<file path="src/rtl/fetch_stage.sv">
// fetch_stage: instruction-fetch stage that owns the PC, addresses inst_mem
// and captures the returned instruction into the IF/ID pipeline register.
// Optional macro FETCH_PERF_CNT_EN adds fetch/stall performance counters.
`timescale 1ns/1ps

module fetch_stage #(
  parameter logic [31:0] RESET_PC = 32'h0000_0000,
  parameter logic [31:0] NOP_INST = 32'h0000_0013,
  parameter int unsigned CNT_W    = 32
) (
  input  logic              clk,
  input  logic              reset_n,
  input  logic              stall_i,
  input  logic              redirect_valid_i,
  input  logic [31:0]       redirect_target_i,
  output logic [31:0]       inst_addr_o,
  input  logic [31:0]       inst_i,
`ifdef FETCH_PERF_CNT_EN
  output logic [CNT_W-1:0]  fetch_cnt_o,
  output logic [CNT_W-1:0]  stall_cnt_o,
`endif
  output logic [31:0]       if_id_pc_o,
  output logic [31:0]       if_id_pc_plus4_o,
  output logic [31:0]       if_id_inst_o,
  output logic              if_id_valid_o,
  output logic              misaligned_o,
  output logic              halted_o
);

  localparam int unsigned XLEN = 32;
  localparam logic [XLEN-1:0] EBREAK_INST = 32'h0010_0073;

  typedef enum logic [1:0] {
    BOOT   = 2'd0,
    RUN    = 2'd1,
    HALTED = 2'd2
  } state_t;

  typedef struct packed {
    logic [XLEN-1:0] pc;
    logic [XLEN-1:0] pc_plus4;
    logic [XLEN-1:0] inst;
    logic            valid;
  } if_id_t;

  state_t          state_q, state_nxt;
  logic [XLEN-1:0] pc_q, pc_nxt;
  logic [XLEN-1:0] pc_plus4;
  if_id_t          if_id_q, if_id_nxt;
  logic            misaligned_q, misaligned_nxt;
  logic            halted_q;

  assign pc_plus4 = pc_q + XLEN'(4);

  // State, PC and IF/ID registers.
  always_ff @(posedge clk or negedge reset_n) begin
    if (!reset_n) begin
      state_q      <= BOOT;
      pc_q         <= RESET_PC;
      if_id_q      <= '{pc: '0, pc_plus4: '0, inst: NOP_INST, valid: 1'b0};
      misaligned_q <= 1'b0;
      halted_q     <= 1'b0;
    end else begin
      state_q      <= state_nxt;
      pc_q         <= pc_nxt;
      if_id_q      <= if_id_nxt;
      misaligned_q <= misaligned_nxt;
      halted_q     <= (state_nxt == HALTED);
    end
  end

  // Next-state logic: redirect beats stall beats advance; bubbles keep pc fields.
  always_comb begin
    state_nxt      = state_q;
    pc_nxt         = pc_q;
    if_id_nxt      = if_id_q;
    misaligned_nxt = 1'b0;

    if (redirect_valid_i) begin
      pc_nxt          = {redirect_target_i[XLEN-1:2], 2'b00};
      if_id_nxt.inst  = NOP_INST;
      if_id_nxt.valid = 1'b0;
      misaligned_nxt  = |redirect_target_i[1:0];
      state_nxt       = RUN;
    end else begin
      case (state_q)
        BOOT: begin
          if_id_nxt.inst  = NOP_INST;
          if_id_nxt.valid = 1'b0;
          state_nxt       = RUN;
        end
        RUN: begin
          if (!stall_i) begin
            if_id_nxt = '{pc: pc_q, pc_plus4: pc_plus4, inst: inst_i, valid: 1'b1};
            if (inst_i == EBREAK_INST) begin
              state_nxt = HALTED;
            end else begin
              pc_nxt = pc_plus4;
            end
          end
        end
        HALTED: begin
          if_id_nxt.inst  = NOP_INST;
          if_id_nxt.valid = 1'b0;
        end
        default: begin
          state_nxt = BOOT;
        end
      endcase
    end
  end

`ifdef FETCH_PERF_CNT_EN
  logic [CNT_W-1:0] fetch_cnt_q, stall_cnt_q;

  // Performance counters: valid IF/ID loads and genuine RUN stall cycles.
  always_ff @(posedge clk or negedge reset_n) begin
    if (!reset_n) begin
      fetch_cnt_q <= '0;
      stall_cnt_q <= '0;
    end else begin
      if (state_q == RUN && !redirect_valid_i && !stall_i) begin
        fetch_cnt_q <= fetch_cnt_q + CNT_W'(1);
      end
      if (state_q == RUN && !redirect_valid_i && stall_i) begin
        stall_cnt_q <= stall_cnt_q + CNT_W'(1);
      end
    end
  end

  assign fetch_cnt_o = fetch_cnt_q;
  assign stall_cnt_o = stall_cnt_q;
`endif

  assign inst_addr_o      = pc_q;
  assign if_id_pc_o       = if_id_q.pc;
  assign if_id_pc_plus4_o = if_id_q.pc_plus4;
  assign if_id_inst_o     = if_id_q.inst;
  assign if_id_valid_o    = if_id_q.valid;
  assign misaligned_o     = misaligned_q;
  assign halted_o         = halted_q;

endmodule

</file>
<file path="config.mk">
export PLATFORM = sky130hd
export DESIGN_NAME = fetch_stage
export DESIGN_NICKNAME = d
export VERILOG_FILES = /design/src/rtl/fetch_stage.sv
export SDC_FILE = /design/constraint.sdc
export NUM_CORES = 1
export LEC_CHECK = 0
export CAP_MARGIN = 5
export CORE_MARGIN = 5
export CORE_UTILIZATION = 29
export CTS_CLUSTER_DIAMETER = 50
export DETAILED_ROUTE_END_ITERATION = 6
export PLACE_DENSITY = 0.66
export REMOVE_ABC_BUFFERS = 1
export SLEW_MARGIN = 20
export SYNTH_ARGS = -nofsm -noshare
export SYNTH_HDL_FRONTEND = slang
export SYNTH_SLANG_ARGS = --single-unit
</file>
<file path="constraint.sdc">
create_clock -name clk -period 2.4 [get_ports clk]
set_input_delay 0.48 -clock clk [delete_from_list [all_inputs] [get_ports clk]]
set_output_delay 0.48 -clock clk [all_outputs]
set_load 0.05 [all_outputs]
</file>
==> impl_metrics.yaml <==
placed_design:
  post-place-ws_ns: -0.0765
  dpl-instance-area_um2: 8260
  numPortBuffers: 192
  gp_congestion: 0.801
  place_hpwl_um: 13400
job:
  maxCapViolCount: 0
worst_setup_path:
  rrSetupSlack_ns: 0.16
  arrival_ns: 1.86
  rr_worst_depth: 6
  crit_end: "inst_addr_o[9]"
  path_buf_inv: 1
  cp_num_cells: 1
  crit_family: "buffers and inverters"
  critPathRequiredTime_ns: 1.92
  crit_path_top_delay_cell: "clkdlybuf4s50_1"
  crit_path_start_kind: "flip-flop"
  r2r_end: "inst_addr_o[30]$_DFFE_PN0P_"
  path_cells: "clkdlybuf4s50_1"
  endpoint_kind: "output port"
  slowest_delay_ns: 0.88
  cp_max_fo: 7
  path_class: "reg2out"
  cp-startpoint: "inst_addr_o[9]$_DFFE_PN0P_"
  rr_startpoint: "inst_addr_o[3]$_DFFE_PN0P_"
logic_synthesis:
  synth.top_cell.area_share: 0.528
  ys_warn_count: 0
  yosys-top-cells-count: "nand2_1, dfrtp_1, o21ai_0"
  syn_area_um2: 5880
  yosysTopAreaCell: "dfrtp_1"
  synthDistinctLibCells: 43
  synth-edff-count: 0
  ys_ff_latch: 127
  synth_area_leaders: "dfrtp_1, nand2_1, xor2_1, a22o_1, o21ai_0"
  ys_async_sr_fraction: 1.00
  synth.avg_cell_area_um2: 9.62
  synthCells: 611
  yosysMostFrequentCell: "nand2_1"
  yosysSeqAreaShare: 0.541
  ys.flop_type: "dfrtp_1"
die:
  io_pins: 199
  fp-row-count: 52
  dieArea_um2: 23200
  initial_core_util: 0.292
  fp.dieW_um: 152
  die_y_um: 152
  core_area_um2: 20100
finish:
  final_cell_area_um2: 8880
  nFillCells: 1902
  syn2layout_area_growth_pct: 51.0
  final_layout_size_suffix_gt1_frac: 0.0974
  ff_latch_area_um2: 3180
  multi_input_area_um2: 2480
  nets: 877
cts:
  clock-sinks: 127
  insertion_delay_ns: 0.42
  clockBufferDepth: 2
  numCtsBuffers: 17
  postCtsResizedCells: 0
  htreeDepth: 4
  cts-root-buf: "clkbuf_16"
  cts_tree: "done"
  cts_hold_buf: 0
  cts_setup_buffers: 0
  cts.reportedPaths.clkPinSlew_ns: 0.06
detailed_routing:
  ant_nets: 0
  firstDrtPassIters: 4
  route.detailed.drc: 0
  drt_iter0_drc: 258
  drt_wl_total_um: 18800
  vias_per_cell: 4.72
  routedWlPerCell_um: 17.2
  num_vias: 5150
global_routing:
  grt_pass1_wl_um: 29800
  antenna_found_initial: 1
  grt_pass1_vias: 5111
  grt_start_max_net_pins: 54
  grtUsageTotal: 0.161
  gr-total-overflow: 0
timing:
  setup_slack_ns: 0.0551
  maxSlewHeadroom: 0.541
  hold_viol_final: 0
  min_period_ns: 2.34
  fin_tns_setup_ns: 0
  worst_pin_slew_ns: 0.687
  period_share: 0.977
  holdWs_ns: 0.000732
  setup_viol: 0
  slew_violations: 0
  grt_setup_unrepaired: "no"
  max_freq_mhz: 426
  fin_skew_ns: 0.00847
power_and_ir_drop:
  power.density_nw_per_um2: 823
  p_leak_nw: 3.77
  vdd_drop_max_mv: 0.455
outcome:
  status: "finished, final reports clean"
hold_path:
  worst_hold_path_type: "in2async"
area by class of cell:
class / count / area share
Multi-Input combinational cell: 433 / 0.280
Clock inverter: 10 / 0.0152
Antenna cell: 1 / 0.000282
Inverter: 3 / 0.00127
Timing Repair Buffer: 226 / 0.254
Tap cell: 270 / 0.0380
Clock buffer: 22 / 0.0534
Sequential cell: 127 / 0.358
metal layers:
layer	part of all wire	routed length [um]	vias to the layer above	track usage
li1	-	-	2507	-
met3	0.053	987	30	0.0435
met5	0	0	-	0
met1	0.45	8450	2488	0.213
met4	0.023	428	0	0.0561
met2	0.48	8920	125	0.256
power by group:
part	switching (W)	internal [W]
logic	0.00136	0.000708
registers	0.000183	0.00238
clock network	0.000967	0.00171
per-stage QoR:
stage / std cells / utilization / power, W
3_5_place_dp: 1059 / 0.411 / 0.00468
6_report: 1092 / 0.442 / 0.00730
2_1_floorplan: 563 / - / 0.00378
3_3_place_gp: 1059 / 0.411 / 0.00466
4_1_cts: 1091 / 0.441 / 0.00738
5_1_grt: 1092 / 0.442 / 0.00758
how the worst min path moves through the flow:
stage | startpoint | endpoint | slack [ns] | cells after the start
final | reset_n | if_id_inst_o[9]$_DFFE_PN0P_ | 0.0007 | 1
after CTS | reset_n | if_id_inst_o[9]$_DFFE_PN0P_ | 0.01 | 1
after global placement | reset_n | if_id_inst_o[9]$_DFFE_PN0P_ | 0.46 | 1
after detailed placement | reset_n | if_id_inst_o[9]$_DFFE_PN0P_ | 0.46 | 1
after floorplan | reset_n | halted_o$_DFF_PN0_ | 0.18 | 0
after global routing | reset_n | if_id_inst_o[9]$_DFFE_PN0P_ | 0.03 | 1
state kept, by name, summed over array words and instances (netlist names):
signal and flops:
if_id_inst_o 32, misaligned_o 1, state_q 2, halted_o 1, if_id_valid_o 1, if_id_pc_o 30, if_id_pc_plus4_o 30, inst_addr_o 30
kinds of logic (layout without fill, tap and decap cells):
group / after synthesis / count (layout) / synth area share
compound gates: 120 / 120 / 0.136
xor+xnor: 41 / 41 / 0.0611
fa+ha+maj: 1 / 1 / 0.00213
buf+inv: 56 / 261 / 0.0432
flops: 127 / 127 / 0.541
mux: 3 / 3 / 0.00511
other cells: 1 / 7 / 0.000638
simple gates: 262 / 262 / 0.211
cells in the final DEF, fill, tap and decap left out, types with 3 or more instances in the layout:
cell and instances:
and2_1 6, clkbuf_8 3, nor2b_1 4, mux2i_1 3, a22o_1 29, o211ai_1 9
or3_1 9, clkdlybuf4s50_1 189, nor4_1 8, nand4_1 14, buf_4 28, nor3_1 4
nand2_1 140, dfstp_2 3, and3_1 7, clkinv_2 3, a21oi_1 11, o21ai_0 44
clkbuf_16 17, buf_12 6, dfrtp_1 124, conb_1 6, a31oi_1 13, or4_1 4
clkinvlp_4 4, nand3_1 15, o2111ai_1 6, xor2_1 31, o22a_1 3, xnor2_1 10
bufinv_16 3, nor2_1 36, inv_1 3
(Power assumes the default switching activity.)
